### config.mk
export PLATFORM = sky130hd
export DESIGN_NAME = seq_mul_ct
export DESIGN_NICKNAME = d
export VERILOG_FILES = /design/src/rtl/mul_pkg.sv /design/src/rtl/mul_pp_step.sv /design/src/rtl/seq_mul_ct.sv
export SDC_FILE = /design/constraint.sdc
export NUM_CORES = 1
export LEC_CHECK = 0
export BUFFER_PORTS_ARGS = -buffer_cell sky130_fd_sc_hd__buf_2
export CORE_MARGIN = 1
export CORE_UTILIZATION = 60
export CTS_BUF_LIST = sky130_fd_sc_hd__clkbuf_2
export DETAILED_ROUTE_END_ITERATION = 10
export HOLD_SLACK_MARGIN = 0.12
export PLACE_DENSITY = 0.91
export SLEW_MARGIN = 25
export SYNTH_ARGS = -nofsm -noshare
export SYNTH_HDL_FRONTEND = slang
export SYNTH_HIERARCHICAL = 1
export SYNTH_SLANG_ARGS = --single-unit
### constraint.sdc
create_clock -name clk -period 4.9 [get_ports clk]
set_clock_uncertainty 0.2 [all_clocks]
set_input_delay 0.245 -clock clk [delete_from_list [all_inputs] [get_ports clk]]
set_output_delay 0.245 -clock clk [all_outputs]
set_load 0.05 [all_outputs]
### src/rtl/mul_pkg.sv
// rtl/mul_pkg.sv - shared state type and sizing helpers for the iterative multiplier
package mul_pkg;

  typedef enum logic [1:0] {
    IDLE = 2'd0,
    BUSY = 2'd1,
    DONE = 2'd2
  } mul_state_t;

  function automatic int steps(input int width, input int k);
    return width / k;
  endfunction

  function automatic int cnt_w(input int width, input int k);
    return $clog2(width / k) + 1;
  endfunction

endpackage

### src/rtl/mul_pp_step.sv
// rtl/mul_pp_step.sv - one shift-and-add step: acc plus a K-bit partial product at slot cnt
module mul_pp_step #(
  parameter int WIDTH = 8,
  parameter int K     = 1,
  parameter int CW    = 4
) (
  input  logic [WIDTH-1:0]   a_i,
  input  logic [K-1:0]       b_i,
  input  logic [CW-1:0]      cnt_i,
  input  logic [2*WIDTH-1:0] acc_i,
  output logic [2*WIDTH-1:0] acc_o
);

  logic [WIDTH+K-1:0]   pp;
  logic [2*WIDTH-1:0]   pp_ext;
  logic [31:0]          shamt;

  assign pp     = {{K{1'b0}}, a_i} * {{WIDTH{1'b0}}, b_i};
  assign pp_ext = (2*WIDTH)'(pp);
  assign shamt  = 32'(cnt_i) * 32'(K);
  assign acc_o  = acc_i + (pp_ext << shamt);

endmodule

### src/rtl/seq_mul_ct.sv
// rtl/seq_mul_ct.sv - iterative multiplier with constant-time / early-exit modes and valid/ready handshakes
module seq_mul_ct
  import mul_pkg::*;
#(
  parameter int WIDTH     = 8,
  parameter int K         = 1,
  parameter int SIGNED_EN = 1,
  localparam int STEPS    = steps(WIDTH, K),
  localparam int CW       = cnt_w(WIDTH, K)
) (
  input  logic               clk,
  input  logic               rst_n,
  input  logic               in_valid,
  output logic               in_ready,
  input  logic [WIDTH-1:0]   in_a,
  input  logic [WIDTH-1:0]   in_b,
  input  logic               in_signed,
  input  logic               in_ct,
  output logic               out_valid,
  input  logic               out_ready,
  output logic [2*WIDTH-1:0] out_p,
  output logic [CW-1:0]      out_cycles
);

  localparam int PW = 2 * WIDTH;

  if ((WIDTH % K) != 0) begin : g_bad_k
    $error("seq_mul_ct: K must divide WIDTH");
  end

  mul_state_t       state_q, state_d;
  logic [WIDTH-1:0] a_q, a_d;
  logic [WIDTH-1:0] b_q, b_d;
  logic [PW-1:0]    acc_q, acc_d;
  logic [CW-1:0]    cnt_q, cnt_d;
  logic             neg_q, neg_d;
  logic             ct_q, ct_d;
  logic [PW-1:0]    p_q, p_d;
  logic [CW-1:0]    cyc_q, cyc_d;

  logic             sgn;
  logic [WIDTH-1:0] a_mag, b_mag, b_next;
  logic [PW-1:0]    acc_step;
  logic             last_step;

  // Operands are stored as magnitudes; the sign is reapplied once at the end.
  assign sgn    = (SIGNED_EN != 0) & in_signed;
  assign a_mag  = (sgn && in_a[WIDTH-1]) ? -in_a : in_a;
  assign b_mag  = (sgn && in_b[WIDTH-1]) ? -in_b : in_b;
  assign b_next = b_q >> K;

  mul_pp_step #(.WIDTH(WIDTH), .K(K), .CW(CW)) u_pp_step (
    .a_i   (a_q),
    .b_i   (b_q[K-1:0]),
    .cnt_i (cnt_q),
    .acc_i (acc_q),
    .acc_o (acc_step)
  );

  // Early exit only looks at operand state in ct=0; ct=1 always runs STEPS cycles.
  assign last_step = (cnt_q == CW'(STEPS - 1)) ||
                     (!ct_q && ((a_q == '0) || (b_next == '0)));

  always_comb begin
    state_d = state_q;
    a_d     = a_q;
    b_d     = b_q;
    acc_d   = acc_q;
    cnt_d   = cnt_q;
    neg_d   = neg_q;
    ct_d    = ct_q;
    p_d     = p_q;
    cyc_d   = cyc_q;
    case (state_q)
      IDLE: begin
        if (in_valid) begin
          a_d     = a_mag;
          b_d     = b_mag;
          neg_d   = sgn & (in_a[WIDTH-1] ^ in_b[WIDTH-1]);
          ct_d    = in_ct;
          acc_d   = '0;
          cnt_d   = '0;
          state_d = BUSY;
        end
      end
      BUSY: begin
        acc_d = acc_step;
        b_d   = b_next;
        cnt_d = cnt_q + CW'(1);
        if (last_step) begin
          p_d     = neg_q ? -acc_step : acc_step;
          cyc_d   = cnt_q + CW'(1);
          state_d = DONE;
        end
      end
      DONE: begin
        if (out_ready) state_d = IDLE;
      end
      default: state_d = IDLE;
    endcase
  end

  always_ff @(posedge clk or negedge rst_n) begin
    if (!rst_n) begin
      state_q <= IDLE;
      a_q     <= '0;
      b_q     <= '0;
      acc_q   <= '0;
      cnt_q   <= '0;
      neg_q   <= 1'b0;
      ct_q    <= 1'b0;
      p_q     <= '0;
      cyc_q   <= '0;
    end else begin
      state_q <= state_d;
      a_q     <= a_d;
      b_q     <= b_d;
      acc_q   <= acc_d;
      cnt_q   <= cnt_d;
      neg_q   <= neg_d;
      ct_q    <= ct_d;
      p_q     <= p_d;
      cyc_q   <= cyc_d;
    end
  end

  assign in_ready   = (state_q == IDLE);
  assign out_valid  = (state_q == DONE);
  assign out_p      = p_q;
  assign out_cycles = cyc_q;

endmodule

==> results.json <==
{
  "run_status": "finished with violations",
  "violations": "design-rule violations",
  "p_total_w": 0.00334,
  "fin_crit_ps": 4460,
  "power_per_cell_area_nw_per_um2": 705,
  "synth-edff-count": 0,
  "cts.sinks": 60,
  "grt_start_max_net_pins": 61,
  "vias": 3867,
  "drive_above_1_share_pct": 14.2,
  "synthArstFlopShare_pct": 100,
  "drc": 2,
  "netlist_area_um2": 4090,
  "cts_buffers": 9,
  "yosysUniqueCellTypes": 51,
  "peakVddDrop_uv": 549,
  "cp.required_ps": 5080,
  "rsz0062_at_grt": "false",
  "drv_slew": 0,
  "ys_seq_elements": 60,
  "synth.avg_cell_area_um2": 8.48,
  "crit_path_max_fanout": 8,
  "grt_pass1_vias": 3890,
  "nets": 592,
  "drt-total-wl_um": 10400,
  "yosysTopAreaCell": "dfrtp_1",
  "synthMuxAreaShare_pct": 5.45,
  "pin_count": 44,
  "area_growth_pct": 15.8,
  "n_antenna_cell": 0,
  "die_w_um": 84.5,
  "synth_xor_area_share_pct": 9.19,
  "fin_area_um2": 4730,
  "seq_area_frac_synth_pct": 36.7,
  "clk_latency_ps": 500,
  "final_common_cell": "nand2_1",
  "setup_tns_ps": 0,
  "cts_root_buf": "clkbuf_2",
  "tightestPinTransition_ps": 954,
  "yosys_warnings": 6,
  "post-route-period-util_pct": 91.1,
  "setup.worst_path.end_class": "flop",
  "drtAntennaViolNets": 0,
  "arrival_ps": 4650,
  "grt_usage_pct": 31.2,
  "synth_top_area_share_pct": 36.7,
  "initial_core_util_pct": 63.3,
  "min_path_type": "in -> reg",
  "cts_buffer_depth": 2,
  "dieArea_um2": 7140,
  "port_buffers": 43,
  "antenna_found_initial": 0,
  "row_count": 29,
  "synthSimpleGateAreaFrac_pct": 19.7,
  "cts_resized": 0,
  "grt.overflow.total": 0,
  "synth-compound-area-share_pct": 18.3,
  "die_h_um": 84.5,
  "path_class": "reg -> reg",
  "synth_top_family_by_area": "simple AND/OR/NAND/NOR gates",
  "setup_viol_count_final": 0,
  "drtIter0Drc": 246,
  "ys.flop_type": "dfrtp_1",
  "timing.fmax_mhz": 224,
  "synth.top_cells.by_area": "dfrtp_1 (37%), nand2_1 (6.3%), o21ai_0 (6.2%)",
  "drtPass1Iterations": 8,
  "path_clk_slew_ps": 180,
  "syn_inst": 482,
  "slew_headroom_pct": 36.4,
  "dpl-instance-area_um2": 4350,
  "syn_nets": 524,
  "h-tree-depth": 3,
  "cap_violations": 0,
  "leakage_nw": 2.13,
  "gp_congestion": 0.939,
  "core_um2": 6460,
  "final_cell_mix": "nand2_1 (69), dfrtp_1 (60), o21ai_0 (51)",
  "routed_via_density": 6.12,
  "tritoncts": "yes",
  "grt_pass1_wl_um": 17400,
  "wire_per_inst_um": 16.5,
  "start_kind": "flop",
  "synthAdderAreaFrac_pct": 6.31,
  "report.final.hold_viol_count": 0,
  "dp_hpwl_um": 6960
}
[state kept, by name, summed over array words and instances, names as in the netlist]
register and cells:
b_q 8, out_cycles 4, neg_q 1, out_p 16, ct_q 1, state_q 2
a_q 8, cnt_q 4, acc_q 16
[cells by family after synthesis]
group           Yosys count
fa+ha+maj                20
mux                      19
simple gates            172
buf+inv                  41
compound gates          128
xor+xnor                 42
flops                    60
[power by group]
group / total (W) / internal [W] / leakage (nW) / switching, W
Clock: 0.000248 / 0.0000635 / 0.0589 / 0.000185
Combinational: 0.00216 / 0.000751 / 1.34 / 0.00140
Sequential: 0.000932 / 0.000714 / 0.732 / 0.000219
[metal layers]
layer | track usage [%] | part of all wire [%] | vias to the layer above
met5 | 0 | 0 | -
met3 | 8.75 | 5.5 | 42
met2 | 54.8 | 51 | 161
met4 | 17.3 | 4.1 | 0
li1 | - | - | 1830
met1 | 33.9 | 39 | 1834
[per-stage QoR]
stage | instances | hold WS [ps] | util [%] | worst slack, ps
CTS | 632 | 121 | 73.2 | 466
floorplan | 482 | -251 | - | 908
global placement | 586 | 234 | 67.3 | 709
detailed placement | 586 | 246 | 67.3 | 512
global route | 632 | 156 | 73.2 | 86.5
finish | 632 | 154 | 73.2 | 437
[timing repair]
item	4_1_cts	5_1_grt
hold buffers	30	0
setup endpoints to repair	0	0
endpoints found under the hold margin	79	0
setup buffers	0	0
[worst max-delay path: stages (launching register included)]
cell and delay [ps]:
dfrtp_1 550, mux4_2 570, mux2_2 300, and3_1 190
ha_1 360, a211oi_1 230, o211ai_1 160, a41oi_1 390
o21bai_1 120, a21oi_1 220, xnor2_1 180, or3_1 350
o31ai_1 280, xor2_1 170, a21oi_1 80
[Yosys cell counts (all sizes together) (11+ instances only)]
cell type,instances
nand2,69
xor2,22
o21ai,51
dfrtp,60
nor2,41
nand3,19
ha,19
mux2i,11
inv,18
a21oi,36
xnor2,20
clkbuf,16
[path summary, 6_finish.rpt]
path	slack, ps	depth (start not counted)	endpoint	from
max	440	14	out_p[15]	cnt_q[0]
min	150	4	cnt_q[1]	in_valid
max reg2reg	440	14	out_p[15]	cnt_q[0]
min reg2reg	340	1	out_cycles[1]	out_cycles[1]
max in group asynchronous	3790	3	cnt_q[3]	rst_n
min in group asynchronous	210	3	acc_q[13]	rst_n
[final cells by class]
class / instances / area [um^2]
flip-flops and latches: 60 / 1500
repair buffers: 80 / 568
inverters: 18 / 67.6
multi-input cells: 381 / 2420
clock buffers: 10 / 50.0
well taps: 77 / 96.3
clock inverters: 6 / 31.3
fillers: 454 / 1730
No activity file was read; power rests on OpenSTA's default activity.
